==> config.mk <==
export PLATFORM = sky130hd
export DESIGN_NAME = mod_id_pipe_flat
export DESIGN_NICKNAME = d
export VERILOG_FILES = /design/src/rtl/id_pkg.sv /design/src/rtl/mod_id_pipe_if.sv /design/src/rtl/id_regfile.sv /design/src/rtl/mod_id_pipe.sv /design/src/flat_wrapper.sv
export SDC_FILE = /design/constraint.sdc
export NUM_CORES = 1
export LEC_CHECK = 0
export ABC_AREA = 1
export CORE_MARGIN = 2
export CORE_UTILIZATION = 50
export DETAILED_ROUTE_END_ITERATION = 16
export DONT_BUFFER_PORTS = 1
export GPL_TIMING_DRIVEN = 0
export PLACE_DENSITY_LB_ADDON = 0.05
export SETUP_SLACK_MARGIN = 0.15
export SKIP_CTS_REPAIR_TIMING = 1
export SLEW_MARGIN = 20
export SYNTH_ARGS = -nofsm -noshare
export SYNTH_HDL_FRONTEND = slang
export SYNTH_HIERARCHICAL = 1
export SYNTH_SLANG_ARGS = --single-unit
==> constraint.sdc <==
create_clock -name clk -period 3.8 [get_ports clk]
set_input_delay 0.76 -clock clk [delete_from_list [all_inputs] [get_ports clk]]
set_output_delay 0.76 -clock clk [all_outputs]
set_load 0.05 [all_outputs]
==> src/rtl/id_pkg.sv <==
// Shared decode constants for the ID stage: opcodes, branch conditions, flag and ctrl layout,
// plus the flag-writer and branch-condition helpers.
package id_pkg;

    typedef enum logic [3:0] {
        OpAdd    = 4'h0,
        OpSub    = 4'h1,
        OpXor    = 4'h2,
        OpRed    = 4'h3,
        OpSll    = 4'h4,
        OpSra    = 4'h5,
        OpRor    = 4'h6,
        OpPaddsb = 4'h7,
        OpLw     = 4'h8,
        OpSw     = 4'h9,
        OpLlb    = 4'hA,
        OpLhb    = 4'hB,
        OpB      = 4'hC,
        OpBr     = 4'hD,
        OpPcs    = 4'hE,
        OpHlt    = 4'hF
    } opcode_e;

    localparam logic [2:0] CondNe     = 3'b000;
    localparam logic [2:0] CondEq     = 3'b001;
    localparam logic [2:0] CondGt     = 3'b010;
    localparam logic [2:0] CondLt     = 3'b011;
    localparam logic [2:0] CondGe     = 3'b100;
    localparam logic [2:0] CondLe     = 3'b101;
    localparam logic [2:0] CondOv     = 3'b110;
    localparam logic [2:0] CondAlways = 3'b111;

    // Architectural flags arrive packed as {Z,V,N}.
    localparam int unsigned FlagZ = 2;
    localparam int unsigned FlagV = 1;
    localparam int unsigned FlagN = 0;

    localparam int unsigned CtrlW        = 9;
    localparam int unsigned CtrlRegwrite = 8;
    localparam int unsigned CtrlAlusrc   = 7;
    localparam int unsigned CtrlMemread  = 6;
    localparam int unsigned CtrlMemwrite = 5;
    localparam int unsigned CtrlMemtoreg = 4;
    localparam int unsigned CtrlAluop    = 0;

    function automatic logic is_flag_writer(logic [3:0] op);
        return (op <= OpRor) && (op != OpRed);
    endfunction

    function automatic logic cond_taken(logic [2:0] cond, logic [2:0] flags);
        logic z;
        logic v;
        logic n;
        z = flags[FlagZ];
        v = flags[FlagV];
        n = flags[FlagN];
        case (cond)
            CondNe:  return !z;
            CondEq:  return z;
            CondGt:  return !z && !n;
            CondLt:  return n;
            CondGe:  return z || !n;
            CondLe:  return z || n;
            CondOv:  return v;
            default: return 1'b1;
        endcase
    endfunction

endpackage

==> src/rtl/mod_id_pipe_if.sv <==
// ID/EX output bus: registered decode results toward EX with a valid/ready handshake.
interface mod_id_pipe_if #(
    parameter int unsigned DATA_W = 16,
    parameter int unsigned REG_AW = 4
) ();
    import id_pkg::*;

    logic              out_valid;
    logic              ex_ready;
    logic [CtrlW-1:0]  ex_ctrl;
    logic [REG_AW-1:0] ex_dst;
    logic [REG_AW-1:0] ex_src1;
    logic [REG_AW-1:0] ex_src2;
    logic [DATA_W-1:0] ex_data1;
    logic [DATA_W-1:0] ex_data2;
    logic [DATA_W-1:0] ex_imm;

    modport master (
        output out_valid, ex_ctrl, ex_dst, ex_src1, ex_src2, ex_data1, ex_data2, ex_imm,
        input  ex_ready
    );

    modport slave (
        input  out_valid, ex_ctrl, ex_dst, ex_src1, ex_src2, ex_data1, ex_data2, ex_imm,
        output ex_ready
    );
endinterface

==> src/rtl/id_regfile.sv <==
// Register file with two read ports and one write port; register 0 always reads zero.
// Define ID_WB_BYPASS_EN to return same-cycle write data on a matching read.
module id_regfile #(
    parameter int unsigned DATA_W = 16,
    parameter int unsigned REG_AW = 4
) (
    input  logic              clk,
    input  logic              rst,
    input  logic [REG_AW-1:0] raddr1,
    input  logic [REG_AW-1:0] raddr2,
    output logic [DATA_W-1:0] rdata1,
    output logic [DATA_W-1:0] rdata2,
    input  logic              wen,
    input  logic [REG_AW-1:0] waddr,
    input  logic [DATA_W-1:0] wdata
);
    localparam int unsigned NumRegs = 1 << REG_AW;

    logic [DATA_W-1:0] regs_q [NumRegs];

    always_ff @(posedge clk or negedge rst) begin
        if (!rst) begin
            regs_q <= '{default: '0};
        end else if (wen && (waddr != '0)) begin
            regs_q[waddr] <= wdata;
        end
    end

    always_comb begin
        rdata1 = regs_q[raddr1];
        rdata2 = regs_q[raddr2];
`ifdef ID_WB_BYPASS_EN
        if (wen && (waddr != '0) && (waddr == raddr1)) rdata1 = wdata;
        if (wen && (waddr != '0) && (waddr == raddr2)) rdata2 = wdata;
`endif
        if (raddr1 == '0) rdata1 = '0;
        if (raddr2 == '0) rdata2 = '0;
    end

endmodule

==> src/rtl/mod_id_pipe.sv <==
// ID stage: decode, register read, branch resolution in ID, hazard stalls and the ID/EX register.
// Define ID_WB_BYPASS_EN to forward writeback data instead of stalling on a same-cycle write.
module mod_id_pipe
    import id_pkg::*;
#(
    parameter int unsigned DATA_W = 16,
    parameter int unsigned REG_AW = 4
) (
    input  logic              clk,
    input  logic              rst,
    input  logic              in_valid,
    output logic              in_ready,
    input  logic [15:0]       instr,
    input  logic [DATA_W-1:0] pc_in,
    input  logic [2:0]        flags,
    input  logic              wb_en,
    input  logic [REG_AW-1:0] wb_reg,
    input  logic [DATA_W-1:0] wb_data,
    input  logic              mem_regwrite,
    input  logic [REG_AW-1:0] mem_dst,
    mod_id_pipe_if.master     ex_bus,
    output logic              redirect,
    output logic [DATA_W-1:0] redirect_pc,
    output logic              halt
);
    opcode_e           op;
    logic [CtrlW-1:0]  ctrl;
    logic [REG_AW-1:0] dst, src1, src2;
    logic              use1, use2, is_b, is_br;
    logic [DATA_W-1:0] imm, rdata1, rdata2, data1, b_target;
    logic              taken, load_use, br_hazard, flag_hazard, wb_hazard, stall, accept;

    logic              out_valid_q, halt_q;
    logic [CtrlW-1:0]  ctrl_q;
    logic [REG_AW-1:0] dst_q, src1_q, src2_q;
    logic [DATA_W-1:0] data1_q, data2_q, imm_q;

    assign op = opcode_e'(instr[15:12]);

    always_comb begin
        ctrl                 = '0;
        ctrl[CtrlAluop +: 4] = instr[15:12];
        dst                  = '0;
        src1                 = REG_AW'(instr[7:4]);
        src2                 = REG_AW'(instr[3:0]);
        use1                 = 1'b0;
        use2                 = 1'b0;
        imm                  = '0;
        is_b                 = 1'b0;
        is_br                = 1'b0;
        unique case (op)
            OpAdd, OpSub, OpXor, OpRed, OpPaddsb: begin
                ctrl[CtrlRegwrite] = 1'b1;
                dst                = REG_AW'(instr[11:8]);
                use1               = 1'b1;
                use2               = 1'b1;
            end
            // Shifts carry their amount in the src2 field, so only src1 is read.
            OpSll, OpSra, OpRor: begin
                ctrl[CtrlRegwrite] = 1'b1;
                ctrl[CtrlAlusrc]   = 1'b1;
                dst                = REG_AW'(instr[11:8]);
                use1               = 1'b1;
                imm                = {{(DATA_W-4){instr[3]}}, instr[3:0]};
            end
            OpLw: begin
                ctrl[CtrlRegwrite] = 1'b1;
                ctrl[CtrlAlusrc]   = 1'b1;
                ctrl[CtrlMemread]  = 1'b1;
                ctrl[CtrlMemtoreg] = 1'b1;
                dst                = REG_AW'(instr[11:8]);
                use1               = 1'b1;
                imm                = {{(DATA_W-4){instr[3]}}, instr[3:0]};
            end
            OpSw: begin
                ctrl[CtrlAlusrc]   = 1'b1;
                ctrl[CtrlMemwrite] = 1'b1;
                src2               = REG_AW'(instr[11:8]);
                use1               = 1'b1;
                use2               = 1'b1;
                imm                = {{(DATA_W-4){instr[3]}}, instr[3:0]};
            end
            // LLB/LHB merge a byte into the old destination value, read through src1.
            OpLlb, OpLhb: begin
                ctrl[CtrlRegwrite] = 1'b1;
                ctrl[CtrlAlusrc]   = 1'b1;
                dst                = REG_AW'(instr[11:8]);
                src1               = REG_AW'(instr[11:8]);
                use1               = 1'b1;
                imm                = {{(DATA_W-8){1'b0}}, instr[7:0]};
            end
            OpB: is_b = 1'b1;
            OpBr: begin
                is_br = 1'b1;
                use1  = 1'b1;
            end
            OpPcs: begin
                ctrl[CtrlRegwrite] = 1'b1;
                dst                = REG_AW'(instr[11:8]);
            end
            default: ;
        endcase
    end

    id_regfile #(
        .DATA_W (DATA_W),
        .REG_AW (REG_AW)
    ) u_regfile (
        .clk    (clk),
        .rst    (rst),
        .raddr1 (src1),
        .raddr2 (src2),
        .rdata1 (rdata1),
        .rdata2 (rdata2),
        .wen    (wb_en),
        .waddr  (wb_reg),
        .wdata  (wb_data)
    );

    assign data1    = (op == OpPcs) ? pc_in : rdata1;
    assign taken    = (is_b | is_br) & cond_taken(instr[11:9], flags);
    assign b_target = pc_in + {{(DATA_W-10){instr[8]}}, instr[8:0], 1'b0};

    assign load_use = out_valid_q & ctrl_q[CtrlMemread] & (dst_q != '0) &
                      ((use1 & (dst_q == src1)) | (use2 & (dst_q == src2)));
    assign br_hazard = is_br &
        ((out_valid_q & ctrl_q[CtrlRegwrite] & (dst_q != '0) & (dst_q == src1)) |
         (mem_regwrite & (mem_dst != '0) & (mem_dst == src1)));
    assign flag_hazard = (is_b | is_br) & (instr[11:9] != CondAlways) & out_valid_q &
                         is_flag_writer(ctrl_q[CtrlAluop +: 4]);
`ifdef ID_WB_BYPASS_EN
    assign wb_hazard = 1'b0;
`else
    assign wb_hazard = wb_en & (wb_reg != '0) &
                       ((use1 & (wb_reg == src1)) | (use2 & (wb_reg == src2)));
`endif

    assign stall = load_use | br_hazard | flag_hazard | wb_hazard;
    // Gating with rst keeps IF from seeing an accept or redirect while held in reset.
    assign in_ready    = rst & ~halt_q & ~stall & (ex_bus.ex_ready | ~out_valid_q);
    assign accept      = in_valid & in_ready;
    assign redirect    = accept & taken;
    assign redirect_pc = is_br ? rdata1 : b_target;

    always_ff @(posedge clk or negedge rst) begin
        if (!rst) begin
            out_valid_q <= 1'b0;
            halt_q      <= 1'b0;
            ctrl_q      <= '0;
            dst_q       <= '0;
            src1_q      <= '0;
            src2_q      <= '0;
            data1_q     <= '0;
            data2_q     <= '0;
            imm_q       <= '0;
        end else begin
            if (accept && (op == OpHlt)) halt_q <= 1'b1;
            if (ex_bus.ex_ready || !out_valid_q) begin
                out_valid_q <= accept;
                ctrl_q      <= accept ? ctrl : '0;
                dst_q       <= dst;
                src1_q      <= src1;
                src2_q      <= src2;
                data1_q     <= data1;
                data2_q     <= rdata2;
                imm_q       <= imm;
            end
        end
    end

    assign ex_bus.out_valid = out_valid_q;
    assign ex_bus.ex_ctrl   = ctrl_q;
    assign ex_bus.ex_dst    = dst_q;
    assign ex_bus.ex_src1   = src1_q;
    assign ex_bus.ex_src2   = src2_q;
    assign ex_bus.ex_data1  = data1_q;
    assign ex_bus.ex_data2  = data2_q;
    assign ex_bus.ex_imm    = imm_q;
    assign halt             = halt_q;

endmodule
==> src/flat_wrapper.sv <==
// flat-port wrapper written by rule: the top's interface ports become plain ports
module mod_id_pipe_flat import id_pkg::*;
#(
    parameter int unsigned DATA_W = 16,
    parameter int unsigned REG_AW = 4
)
  (clk, rst, in_valid, in_ready, instr, pc_in, flags, wb_en, wb_reg, wb_data, mem_regwrite, mem_dst, redirect, redirect_pc, halt, ex_bus_out_valid, ex_bus_ex_ctrl, ex_bus_ex_dst, ex_bus_ex_src1, ex_bus_ex_src2, ex_bus_ex_data1, ex_bus_ex_data2, ex_bus_ex_imm, ex_bus_ex_ready);
  mod_id_pipe_if #(.DATA_W(DATA_W), .REG_AW(REG_AW)) ex_bus_i ();
  input  logic clk;
  input  logic rst;
  input  logic in_valid;
  output logic in_ready;
  input  logic [15:0] instr;
  input  logic [DATA_W-1:0] pc_in;
  input  logic [2:0] flags;
  input  logic wb_en;
  input  logic [REG_AW-1:0] wb_reg;
  input  logic [DATA_W-1:0] wb_data;
  input  logic mem_regwrite;
  input  logic [REG_AW-1:0] mem_dst;
  output logic redirect;
  output logic [DATA_W-1:0] redirect_pc;
  output logic halt;
  output wire logic [$bits(ex_bus_i.out_valid)-1:0] ex_bus_out_valid;
  output wire logic [$bits(ex_bus_i.ex_ctrl)-1:0] ex_bus_ex_ctrl;
  output wire logic [$bits(ex_bus_i.ex_dst)-1:0] ex_bus_ex_dst;
  output wire logic [$bits(ex_bus_i.ex_src1)-1:0] ex_bus_ex_src1;
  output wire logic [$bits(ex_bus_i.ex_src2)-1:0] ex_bus_ex_src2;
  output wire logic [$bits(ex_bus_i.ex_data1)-1:0] ex_bus_ex_data1;
  output wire logic [$bits(ex_bus_i.ex_data2)-1:0] ex_bus_ex_data2;
  output wire logic [$bits(ex_bus_i.ex_imm)-1:0] ex_bus_ex_imm;
  input wire logic [$bits(ex_bus_i.ex_ready)-1:0] ex_bus_ex_ready;
  assign ex_bus_out_valid = ex_bus_i.out_valid;
  assign ex_bus_ex_ctrl = ex_bus_i.ex_ctrl;
  assign ex_bus_ex_dst = ex_bus_i.ex_dst;
  assign ex_bus_ex_src1 = ex_bus_i.ex_src1;
  assign ex_bus_ex_src2 = ex_bus_i.ex_src2;
  assign ex_bus_ex_data1 = ex_bus_i.ex_data1;
  assign ex_bus_ex_data2 = ex_bus_i.ex_data2;
  assign ex_bus_ex_imm = ex_bus_i.ex_imm;
  assign ex_bus_i.ex_ready = ex_bus_ex_ready;
  mod_id_pipe #(.DATA_W(DATA_W), .REG_AW(REG_AW)) u_core (.clk(clk), .rst(rst), .in_valid(in_valid), .in_ready(in_ready), .instr(instr), .pc_in(pc_in), .flags(flags), .wb_en(wb_en), .wb_reg(wb_reg), .wb_data(wb_data), .mem_regwrite(mem_regwrite), .mem_dst(mem_dst), .ex_bus(ex_bus_i), .redirect(redirect), .redirect_pc(redirect_pc), .halt(halt));
endmodule
==> out/metrics.cfg <==
[placed_design]
postPlaceCellArea_sq_um = 19940
hpwl_um = 59290
placed_cells = 3449
io_buffers = 0
gp_congestion = 1.042

[route]
wl_um = 82700
remaining_drc_errors = 0
drt-initial-drc-count = 2977
wl_per_cell_um = 23.39
vias = 20770
antenna_left = 0
first_pass_iters = 9
vias_per_cell = 5.874

[floorplan]
die_h_um = 200.5
rows = 71
dieArea_sq_um = 40190
coreArea_sq_um = 37840
start_util = 0.5101
die_w_um = 200.5
io_pins = 154

[run]
maxCapViolCount = 0

[critical_path]
r2r-end = u_core/ex_bus.ex_data2[9]
r2r_setup_slack_ns = 1.28
ff2ff_path_depth = 6
path_class = in2out
cp_data_arrival_time_ns = 2.99
startpoint_type = primary input
critPathMaxFanout = 10
cp.required_ns = 3.04
r2r_start = u_core/ex_bus.out_valid
setup.worst_path.end_class = output port

[grt]
grt_max_degree = 321
gr-total-overflow = 0
antenna_found_initial = 1
grt_pass1_vias = 18951
gr-usage-all-layers = 0.4033
grt_pass1_wl_um = 120700

[timing]
fin_crit_ns = 3.751
hold_slack_ns = -0.1242
finalHoldViolCount = 116
fin_skew_ns = 0.02926
setup_viol = 0
finalCritPeriodShare = 0.9872
slew_violations = 0
fin_tns_setup_ns = 0
worst_pin_slew_ns = 1.129
relSlewSlack = 0.2475
fmax_mhz = 266.6
grt_setup_unrepaired = yes

[layout]
regArea_sq_um = 7983
nets = 3078
antenna_cells = 0
layout-drive-gt1-share = 0.1018
synthToLayoutAreaGrowth_pct = 14.93
post_layout_nonfiller_instances = 3536
multi_input_area_sq_um = 9620
fin_area_sq_um = 22190
nFillCells = 3716

[synth]
synth_top_family_by_area = simple AND/OR/NAND/NOR gates
syn-instance-count = 2938
synthMuxAreaShare = 0
synth.avg_cell_area_sq_um = 6.570
synth_warnings = 6
synth_top_area_share = 0.4135
syn_area_sq_um = 19300
synth-xor-area-share = 0.004083
yosys.area_share.adder = 0.01011
yosys.area_share.simple = 0.3604
synth.most_common_cell = nand2_1
synth_top_area_cell = dfrtp_1
ys_top_cells_by_area = dfrtp_1 (41%), nand2_1 (23%), nand3_1 (11%), o21ai_0 (6.9%), inv_1 (6.8%)
synth.net_count = 3018
synth-compound-area-share = 0.09405
synth_edf_count = 0
synth_seq_cells = 319
yosysSeqAreaShare = 0.4135
synth_common_cells = nand2_1 (1174), nand3_1 (413), inv_1 (351)
synth_cell_types = 39
async_flop_share = 1.000
synth_flop_cell = dfrtp_1

[clocking]
clock_path_buffers = 3
clock_latency_ns = 0.58
clkTransAtPathRegs_ns = 0.06
h-tree-depth = 2
cts_tree = yes
cts.sinks = 319
cts-buffers-inserted = 38
clock-root-buffer = clkbuf_16

[outcome]
outcome = complete, but fails checks
violations = negative hold slack

[power_and_ir_drop]
power.density_nw_per_um2 = 518.6
leakage_nw = 11.56
ir_drop_mv = 0.3824
finalPower_mw = 11.51

[min_path]
hold_path_class = in2async

worst max-delay path by stage:
| stage | startpoint | end | slack, ns | depth (start not counted) |
|---|---|---|---|---|
| 3_3_place_gp | instr[13] | redirect_pc[7] | -1.01 | 16 |
| 5_1_grt | instr[15] | redirect_pc[7] | 0.02 | 15 |
| 3_5_place_dp | instr[13] | redirect_pc[7] | -0.98 | 16 |
| 4_1_cts | instr[13] | redirect_pc[7] | -1.00 | 16 |
| 2_1_floorplan | instr[15] | redirect_pc[5] | 0.15 | 15 |
| 6_report | instr[15] | redirect_pc[7] | 0.05 | 15 |
registers in the layout (all words and copies together) (netlist names), 4 cells and up:
name,flops
u_core/ex_bus.ex_dst,4
u_core/ex_bus.ex_src1,4
u_core/ex_bus.ex_src2,4
u_core/ex_bus.ex_data1,16
u_core/ex_bus.ex_data2,16
u_core/u_regfile/regs_q,256
u_core/ex_bus.ex_ctrl,8
u_core/ex_bus.ex_imm,9
final cells by class:
| type | count | area share |
|---|---|---|
| tap | 511 | 0.02882 |
| buffer | 204 | 0.05109 |
| inverter | 361 | 0.06153 |
| sequential | 319 | 0.3598 |
| timing repair buffer | 20 | 0.006937 |
| multi-input combinational | 2054 | 0.4336 |
| clock buffer | 51 | 0.04873 |
| clock inverter | 16 | 0.009474 |
layout by cell type, fill, tap and decap left out, types with 14 or more instances in the layout:
master     instances
nand2_1         1135
inv_1            350
a21oi_1           32
clkbuf_16         39
o21ai_0          257
dfrtp_1          319
buf_2             43
nand3_2           30
nor2_1            59
nand2_2           30
buf_6             16
clkbuf_1          99
a31oi_1           23
ha_1              14
nand3_1          383
buf_4             47
metal layers:
layer / vias to the layer above / wire (um) / GRT usage
met5: - / 0 / 0
met4: 0 / 5154 / 0.2185
met3: 264 / 10150 / 0.1065
met2: 1365 / 35390 / 0.5977
met1: 9835 / 32000 / 0.5400
li1: 9306 / - / -
through the flow:
step | worst slack (ns) | utilization | hold slack, ns
2_1_floorplan | 0.1549 | - | 0.4290
5_1_grt | 0.01951 | 0.5863 | -0.1321
4_1_cts | -1.002 | 0.5611 | -0.1383
3_3_place_gp | -1.008 | 0.5270 | 0.4392
6_report | 0.04860 | 0.5863 | -0.1242
3_5_place_dp | -0.9843 | 0.5270 | 0.4462
kinds of logic (layout without fill, tap and decap cells):
group,Yosys count,after routing
AOI/OAI and AO/OA,351,351
xor gates and xnor gates,9,9
adders and majority gates,15,15
buffers and inverters,565,652
DFF,319,319
and+or+nand+nor,1679,1679
power by group:
group	leakage, nW	internal, mW	total, mW	switching, mW
Clock	0.629	2.28	3.82	1.55
Sequential	4.02	4.01	4.61	0.595
Combinational	6.92	0.928	3.08	2.15
critical path, cell delays in order:
cell and delay (ns):
buf_4 0.15, nand4_1 0.29, nand2_4 0.21, inv_2 0.05
buf_6 0.17, buf_4 0.20, nand2_1 0.07, nand3_1 0.06
nand2_1 0.13, nand2_1 0.09, nand2_2 0.16, inv_1 0.10
a21oi_4 0.19, nand2_1 0.13, o21ai_4 0.21
(Power assumes the default switching activity.)
